$ cat src/rtl/rand_delay_timer.sv
// Reaction-tester timer: random pre-stimulus delay, then reaction time measured in ms.
// Optional REACT_BEST_EN adds a best_ms output holding the fastest valid reaction since reset.
//   state | meaning
//   IDLE  | waiting for start, last result held
//   DELAY | counting down the random delay, button press is a false start
//   REACT | stimulus lit, counting ms up to the button press or timeout
module rand_delay_timer #(
    parameter int CLK_HZ       = 100_000_000,
    parameter int MIN_DELAY_MS = 1000,
    parameter int MAX_REACT_MS = 9999
) (
    input  logic        clk,
    input  logic        rst,
    input  logic        start,
    input  logic [9:0]  rand_num,
    input  logic        btn,
    output logic        stim,
    output logic        busy,
    output logic [13:0] result_ms,
    output logic        result_valid,
    output logic        false_start,
`ifdef REACT_BEST_EN
    output logic        timeout,
    output logic [13:0] best_ms
`else
    output logic        timeout
`endif
);

    localparam int TICK = (CLK_HZ / 1000 < 1) ? 1 : CLK_HZ / 1000;
    localparam int PW   = (TICK > 1) ? $clog2(TICK) : 1;
    localparam logic [PW-1:0] PRE_LAST = PW'(TICK - 1);
    localparam logic [13:0]   MAX_MS   = 14'(MAX_REACT_MS);
    localparam logic [13:0]   MIN_MS   = 14'(MIN_DELAY_MS);

    localparam logic [1:0] S_IDLE  = 2'd0;
    localparam logic [1:0] S_DELAY = 2'd1;
    localparam logic [1:0] S_REACT = 2'd2;

    logic [1:0]    state;
    logic [PW-1:0] pre;
    logic [13:0]   cnt;
    logic          tick;

    assign tick = (pre == PRE_LAST);
    assign stim = (state == S_REACT);
    assign busy = (state == S_DELAY) || (state == S_REACT);

    always_ff @(posedge clk) begin
        if (rst) begin
            state        <= S_IDLE;
            pre          <= '0;
            cnt          <= '0;
            result_ms    <= '0;
            result_valid <= 1'b0;
            false_start  <= 1'b0;
            timeout      <= 1'b0;
        end else begin
            result_valid <= 1'b0;
            // free-running inside a state; every transition below forces it back to 0
            pre <= (state == S_IDLE || tick) ? '0 : pre + 1'b1;
            case (state)
                S_IDLE: begin
                    if (start) begin
                        state       <= S_DELAY;
                        pre         <= '0;
                        cnt         <= MIN_MS + {4'b0, rand_num};
                        result_ms   <= '0;
                        false_start <= 1'b0;
                        timeout     <= 1'b0;
                    end
                end
                S_DELAY: begin
                    if (btn) begin
                        state        <= S_IDLE;
                        pre          <= '0;
                        false_start  <= 1'b1;
                        result_ms    <= '0;
                        result_valid <= 1'b1;
                    end else if (tick) begin
                        if (cnt <= 14'd1) begin
                            state <= S_REACT;
                            pre   <= '0;
                            cnt   <= '0;
                        end else begin
                            cnt <= cnt - 14'd1;
                        end
                    end
                end
                S_REACT: begin
                    if (btn) begin
                        state        <= S_IDLE;
                        pre          <= '0;
                        result_ms    <= cnt;
                        result_valid <= 1'b1;
                    end else if (cnt == MAX_MS) begin
                        state        <= S_IDLE;
                        pre          <= '0;
                        timeout      <= 1'b1;
                        result_ms    <= MAX_MS;
                        result_valid <= 1'b1;
                    end else if (tick) begin
                        cnt <= cnt + 14'd1;
                    end
                end
                default: begin
                    state <= S_IDLE;
                    pre   <= '0;
                end
            endcase
        end
    end

`ifdef REACT_BEST_EN
    always_ff @(posedge clk) begin
        if (rst) begin
            best_ms <= 14'h3FFF;
        end else if (result_valid && !false_start && !timeout && (result_ms < best_ms)) begin
            best_ms <= result_ms;
        end
    end
`endif

endmodule

$ cat config.mk
export PLATFORM = sky130hd
export DESIGN_NAME = rand_delay_timer
export DESIGN_NICKNAME = d
export VERILOG_FILES = /design/src/rtl/rand_delay_timer.sv
export SDC_FILE = /design/constraint.sdc
export NUM_CORES = 1
export LEC_CHECK = 0
export ABC_AREA = 0
export BUFFER_PORTS_ARGS = -buffer_cell sky130_fd_sc_hd__buf_2
export CAP_MARGIN = 15
export CORE_MARGIN = 3
export CORE_UTILIZATION = 59
export DETAILED_ROUTE_END_ITERATION = 6
export GPL_TIMING_DRIVEN = 0
export PLACE_DENSITY_LB_ADDON = 0.08
export SYNTH_ARGS = -nofsm -noshare
export SYNTH_HDL_FRONTEND = slang
export SYNTH_SLANG_ARGS = --single-unit
export TNS_END_PERCENT = 50
$ cat constraint.sdc
create_clock -name clk -period 2.8 [get_ports clk]
set_clock_uncertainty 0.2 [all_clocks]
set_input_delay 0.28 -clock clk [delete_from_list [all_inputs] [get_ports clk]]
set_output_delay 0.28 -clock clk [all_outputs]
set_load 0.02 [all_outputs]
# Word level (Yosys, flattened, before mapping)
# Cells that the tools add are included.
# classes
magnitude_cmp	1
eq_ne	15
addsub	4
muxes	38
n_reduce_logical	11
# ops
operator	count
$mux 14	11
$mux 17	7
$pmux 14 s3	2
$pmux 17 s3	1
$add 17x1->17 const B	1
$eq 17x17->1 const B	1
$add 14x1->14 const B	1
$eq 14x14->1 const B	1
$le 14x1->1 const B	1
$sub 14x1->14 const B	1
$mux 2	6
$ne 2x2->1 const B	6
$reduce_and 4->1	3
$add 10x10->11 const A	1
$mux 1	7
$reduce_and 7->1	1
$ne 3x2->1 const B	2
$pmux 1 s2	3
$pmux 2 s3	1
$ne 2x1->1 const B	2
$reduce_bool 2->1	2
$ne 3x3->1 const B	1
$reduce_and 3->1	1
$reduce_bool 3->1	1
other kinds (4)	5
# totals
register_bits	50

# Logic depth before layout (Yosys ltp)
# Gate-level depths: netlist of the first run.
# logic_depth
depth_word	7
ltp_mapped	11

# Least setup slack after synthesis of the first run
# No wires, ideal clock.
# synth_timing
path_kind	reg-to-reg
startpoint	register cnt[6]
endpoint	register cnt[3]
stages_incl_launch_ff	10
setup_ns	0.132
arrival_time_ns	1.990
path_slack_ns	0.478
t_required_ns	2.468
period_less_slack_ns	2.322
cell_sequence	dfxtp_1 > buf_6 > or4_4 > o41a_1 > a2bb2oi_1 > and2_1 > buf_6 > buf_6 > o221ai_1 > a21oi_1
# synth_between
elab_chain_len	5
# synth_lines
item	line	text
from (decl)	42	logic [13:0] cnt;
from (signal assigned)	67	cnt <= MIN_MS + {4'b0, rand_num};
from (signal assigned)	86	cnt <= cnt - 14'd1;
from (signal assigned)	103	cnt <= cnt + 14'd1;
$le 14x1->1	81	if (cnt <= 14'd1) begin
$mux 14	81	
$mux 14	80	end else if (tick) begin
$mux 14	74	if (btn) begin
$pmux 14 s3	62	case (state)
# Several ways; a longest one is shown, not always the timed one. The select of a mux whose other input is x is not followed.
# A chain may end at the register's enable or synchronous reset.

# Worst setup path in the final report of the first run
# layout_timing
startpoint	register cnt[7]
endpoint	register result_ms[3]
# layout_between
elab_chain_len	3
# layout_lines
item	line	text
$eq 14x14->1	96	end else if (cnt == MAX_MS) begin
$ne 3x2->1 (no source line)	-	
$reduce_and 4->1 (no source line)	-	
to (signal assigned)	94	result_ms <= cnt;
to (decl)	19	output logic [13:0] result_ms,
# Every way passes these cells.

==> results of run 1 <==
==> kinds of logic (layout without fill, tap and decap cells) <==
family                   after synthesis  after routing  share of synthesized area [%]
buffers and inverters                 43             81                           6.11
adder cells (fa/ha/maj)                9              9                           3.72
AND/OR/NAND/NOR                      150            150                           25.4
flip-flops                            50             50                           33.0
XOR/XNOR                              38             38                           11.0
AO/OA/AOI/OAI                         86             86                           19.4
multiplexers                           4              4                           1.32
==> state kept, by name, indices dropped and copies added (netlist names) <==
register,cells
state,2
result_ms,14
cnt,14
false_start,1
timeout,1
pre,17
result_valid,1
==> cell usage after synthesis, types with 6 or more instances <==
master and n:
nand4_1 10, xor2_1 19, inv_1 15, dfxtp_1 50, a21oi_1 31, nor2_1 32, o211ai_1 10, ha_1 9
o221ai_1 8, nand3_1 20, clkbuf_1 21, xnor2_1 19, nor4_1 6, nor3_1 11, nand2_1 42, o21ai_0 7
==> layout make-up <==
| cell class | instances | area, um^2 | share of cell area, % |
|---|---|---|---|
| plain buffers | 26 | 123 | 3.61 |
| clock buffers | 5 | 68.8 | 2.02 |
| clock inverters | 3 | 43.8 | 1.29 |
| inverters | 15 | 56.3 | 1.66 |
| multi-input cells | 287 | 1860 | 54.8 |
| flip-flops and latches | 50 | 1000 | 29.4 |
| well taps | 67 | 83.8 | 2.47 |
| repair buffers | 32 | 160 | 4.71 |
==> stage by stage <==
stage	total power [W]	util [%]	setup slack, ps	instance area (um^2)	hold WS, ps
after global routing	0.00181	70.1	20.9	3400	99.6
final	0.00173	70.1	172	3400	89.6
after global placement	0.00119	67.5	10.5	3270	237
after detailed placement	0.00120	67.5	9.41	3270	238
after floorplan	0.00110	-	478	3030	230
after CTS	0.00172	70.1	126	3400	92.5
==> worst max-delay path, delay by kind of cell, from the launching register on <==
| kind | cells | cell delay, ps |
|---|---|---|
| AO/OA/AOI/OAI | 4 | 910 |
| buffers and inverters | 1 | 230 |
| flip-flops | 1 | 310 |
| AND/OR/NAND/NOR | 2 | 910 |
==> what timing repair did <==
| item | CTS | global route |
|---|---|---|
| setup endpoints to repair | 2 | 33 |
| setup buffers | 0 | 0 |
| resized for setup | 2 | 3 |
==> report_power, final <==
part | switching (W) | total (W) | internal, W
Combinational | 0.000272 | 0.000440 | 0.000168
Clock | 0.000257 | 0.000525 | 0.000268
Sequential | 0.0000271 | 0.000761 | 0.000734
==> final timing paths <==
kind              slack [ps]     startpoint  cells past startpoint            end
hold / removal            90    rand_num[1]                      3         cnt[1]
hold reg to reg          250  result_ms[10]                      2  result_ms[10]
setup reg to reg         170         cnt[7]                      7   result_ms[3]
setup / recovery         170         cnt[7]                      7   result_ms[3]
==> layout by cell type, fill, tap and decap left out, types with 11 or more instances in the layout <==
cell type,n
xnor2_1,19
nor2_1,32
buf_2,33
nor3_1,11
nand2_1,42
xor2_1,19
clkbuf_1,18
nand3_1,20
inv_1,15
dfxtp_1,50
a21oi_1,31
==> per-layer routing <==
metal	routed length (um)	share of wire, %	vias up	GRT usage (%)
met2	3670	49	98	45.4
met3	420	5.6	20	5.10
met1	3250	43	1386	32.3
met5	0	0	-	0
li1	-	-	1434	-
met4	182	2.4	0	8.90
==> metrics, run 1 <==
status=finished, final reports clean; Hold Buf Count CTS=0; via count=2938; CP Capture Type=register; TritonCTS clock tree=done; Post-synth EDFFs=0; nets@finish=440; area leader, netlist=dfxtp_1; first-pass GRT wire length=13.0 mm; Pre-Repair DR Iteration Count=4; FFs w/ async S/R, synth=0%; Root Buffer=clkbuf_8; #FFs+latches synth=50; CTS sink count=50; slowest stage delay, CP=520 ps; CTS Buf Count=5; Remaining DRCs=0; startpoint types=register; area grow syn2layout=12.2%; Total Wirelength=7.52 mm; routability-driven placement congestion ratio=0.909; distinct cell type count after synthesis=54; GRT Total Usage=26.2%; most frequent cell on the critical path=a21oi_1; crit path max fanout=7; Tcrit/Tclk final=93.9%; Final min period=2630 ps; cells after synthesis=380; Final Non-Filler Cells=485; worst hold-check path type=in -> reg; placed cells=479; via/cell ratio=6.06; I/O pin count=33; antenna violations before repair=0; synthesized cell area=0.00303 mm^2; Slew headroom=60.1%; wire per inst=15.5 um; CP required=2840 ps; Synthesized Nets=403; GR Overflow Total=0; Final Hold Viols=0; clock slew at reported path FFs=100 ps; RSZ-0062 raised after global routing=false; Main synth FF type=dfxtp_1; vias in the first global route=2857; # setup viols final=0; post-synth top area share=33.0%; Die Area=0.00603 mm^2; FILL cells=436; largest cells by area after synthesis=dfxtp_1 33%, xnor2_1 5.5%, xor2_1 5.5%; Critical-path top delay cell=or4_4; die height=77.7 um; Max VDD drop=0.000396 V; layout cells sized above 1=13.2%; H-Tree Depth=2; register area share after synthesis=33.0%; Slew @ Worst Pin=598 ps; Lkg Pwr=1.20 nW; Worst-Skew Late Latency=310 ps; Mapped Avg Cell Area=7.97 um^2; Core Area=0.00485 mm^2; type of the worst setup path=reg -> reg; TNS Setup=0 ps; clock buffer depth=2; Max Slew Vio Count=0; total of max-cap violations=0; Rows=25; ANT cells=0; maximum clock frequency=380 MHz; initial detailed-routing violation count=190; cells along the critical path=clkbuf_1 > or4_4 > o41ai_2 > a21oi_1 > nor3_4 > o211ai_1 > a21oi_1; Initial Utilization=62.5%; Die X=77.7 um; arrival time worst endpoint=2670 ps; Syn. warnings=0; PD cells=508 mW/mm^2; Final ANT Viol Nets=0; largest net degree at the start of global routing=17; dpl hpwl=5.52 mm; IO Port Bufs=32
No activity file was read; power rests on OpenSTA's default activity.
==> run 2, diff against run 1 <==
--- a/config.mk
+++ b/config.mk
@@ -9,7 +9,7 @@
 export BUFFER_PORTS_ARGS = -buffer_cell sky130_fd_sc_hd__buf_2
 export CAP_MARGIN = 15
 export CORE_MARGIN = 3
-export CORE_UTILIZATION = 59
+export CORE_UTILIZATION = 23
 export DETAILED_ROUTE_END_ITERATION = 6
 export GPL_TIMING_DRIVEN = 0
 export PLACE_DENSITY_LB_ADDON = 0.08
==> run 2 against run 1 <==
Against the previous run: hold slack better by 13 ps; critical path type unchanged; setup slack worse by 28 ps; count of clock-buffer cells in the layout is 1 higher; non-clock buffer count is 1 higher; global-route usage is 13 points lower; core utilization is 42 points lower; combinational power is 4% higher; final cell count is 22% higher.
==> metrics, run 2 (synthesis gave the netlist of run 1 again) <==
Final Non-Filler Cells=591 (was 485); total of max-cap violations=0 (unchanged); slowest stage delay, CP=520 ps (about the same); startpoint types=register (unchanged); vias in the first global route=2863 (was 2857); first-pass GRT wire length=15.3 mm (was 13.0 mm); IO Port Bufs=32 (unchanged); worst path bufs/invs=1 (unchanged); Worst Setup SP=cnt[7] (unchanged); crit path max fanout=7 (unchanged); Die Area=0.0146 mm^2 (was 0.00603 mm^2); status=finished, final reports clean (unchanged); TritonCTS clock tree=done (unchanged); wire per inst=16.1 um (was 15.5 um); nets@finish=441 (was 440); Power Total=0.00187 W (was 0.00173 W); most frequent cells in the layout=50 x dfxtp_1, 42 x nand2_1, 33 x buf_2 (unchanged); antenna violations before repair=0 (unchanged); max layer used=met4 (unchanged); routability-driven placement congestion ratio=0.725 (was 0.909); Worst-Skew Late Latency=300 ps (was 310 ps); Remaining DRCs=0 (unchanged); Critical-path top delay cell=or4_4 (unchanged); max FFs per register=17 (unchanged); initial detailed-routing violation count=150 (was 190); post-cts sizing count=2 (unchanged); worst hold-check path type=in -> reg (unchanged); Slew headroom=59.3% (was 60.1%); CP required=2830 ps (was 2840 ps); PD cells=521 mW/mm^2 (was 508 mW/mm^2); H-Tree Depth=2 (unchanged); met3 WL=223 um (was 420 um); type of the worst setup path=reg -> reg (unchanged); beginning of the worst hold path=rand_num[1] (unchanged); Crit path max-delay family=compound AO/OA/AOI/OAI gates (was simple AND/OR/NAND/NOR gates); Die X=121 um (was 77.7 um); Rows=41 (was 25); worst hold slack=103 ps (was 89.6 ps); Final ANT Viol Nets=0 (unchanged); I/O pin count=33 (unchanged); Final min period=2660 ps (was 2630 ps); worst r2r src=cnt[7] (unchanged); FILL cells=1412 (was 436); WL met1=4.45 mm (was 3.25 mm); Slew @ Worst Pin=611 ps (was 598 ps); most frequent cell on the critical path=a21oi_1 (unchanged); ANT cells=0 (unchanged); Largest regs=pre: 17 flops, cnt: 14 flops, result_ms: 14 flops (unchanged); largest net degree at the start of global routing=16 (was 17); arrival time worst endpoint=2680 ps (was 2670 ps); Total Wirelength=9.52 mm (was 7.52 mm); TNS Setup=0 ps (unchanged); Max Slew Vio Count=0 (unchanged); maximum clock frequency=376 MHz (was 380 MHz); CTS Buf Count=5 (unchanged); Core Area=0.0128 mm^2 (was 0.00485 mm^2); Root Buffer=clkbuf_16 (was clkbuf_8); met2 wire length=4.76 mm (was 3.67 mm); clock slew at reported path FFs=80 ps (was 100 ps); via/cell ratio=4.83 (was 6.06); RSZ-0062 raised after global routing=true (was false); Initial Utilization=23.7% (was 62.5%); Tcrit/Tclk final=94.9% (was 93.9%); Max VDD drop=0.000189 V (was 0.000396 V); clock buffer depth=2 (unchanged); GR Overflow Total=0 (unchanged); layout cells sized above 1=13.4% (was 13.2%); commonest non-fill, non-tap cell in the layout=dfxtp_1 (unchanged); CP Capture Type=register (unchanged); Biggest register=pre (unchanged); cells along the critical path=clkbuf_1 > or4_4 > o41ai_2 > a21oi_1 > nor3_4 > o211ai_1 > a21oi_1 (unchanged); via count=2855 (was 2938); Hold Buf Count CTS=0 (unchanged); CTS sink count=50 (unchanged); die height=121 um (was 77.7 um); GRT Total Usage=13.2% (was 26.2%); Final Hold Viols=0 (unchanged); setup bufs post-CTS=0 (unchanged); Pre-Repair DR Iteration Count=4 (unchanged); dpl hpwl=7.14 mm (was 5.52 mm); Lkg Pwr=1.22 nW (was 1.20 nW); area grow syn2layout=18.2% (was 12.2%); placed cells=584 (was 479); # setup viols final=0 (unchanged)
run 2: layout make-up:
cell class	instances	area, um^2	share of cell area [%]
Clock buffer	6	139	3.88
Timing Repair Buffer	32	160	4.47
Clock inverter	2	12.5	0.349
Buffer	27	128	3.56
Multi-Input combinational cell	287	1870	52.2
Sequential cell	50	1000	28.0
Inverter	15	56.3	1.57
Tap cell	172	215	6.01
run 2: through the flow:
step / area [um^2] / worst slack (ps) / util, %
CTS: 3560 / 64.9 / 27.9
floorplan: 3030 / 478 / -
detailed placement: 3410 / -189 / 26.7
global placement: 3410 / -186 / 26.7
global route: 3580 / -12.8 / 28.0
finish: 3580 / 143 / 28.0
run 2: final timing paths:
kind             endpoint  slack, ps  depth (start not counted)
min                cnt[1]        100                          3
max          result_ms[8]        140                          7
min reg2reg  result_ms[4]        250                          2
max reg2reg  result_ms[8]        140                          7
run 2: metal layers:
layer  track usage, %  vias up
met2             23.1       30
met1             17.0     1384
met5                0        -
met3             2.57        8
met4             2.83        0
li1                 -     1433
run 2: power breakdown:
part	total (W)	internal (W)	switching, W
clock	0.000648	0.000355	0.000293
combinational	0.000459	0.000171	0.000288
sequential	0.000758	0.000734	0.0000238
total	0.00187	0.00126	0.000605
run 2: worst min-delay path: cells and delay by family:
family / cells / cell delay (ps)
buffers and inverters: 1 / 80
AOI/OAI and AO/OA: 2 / 200
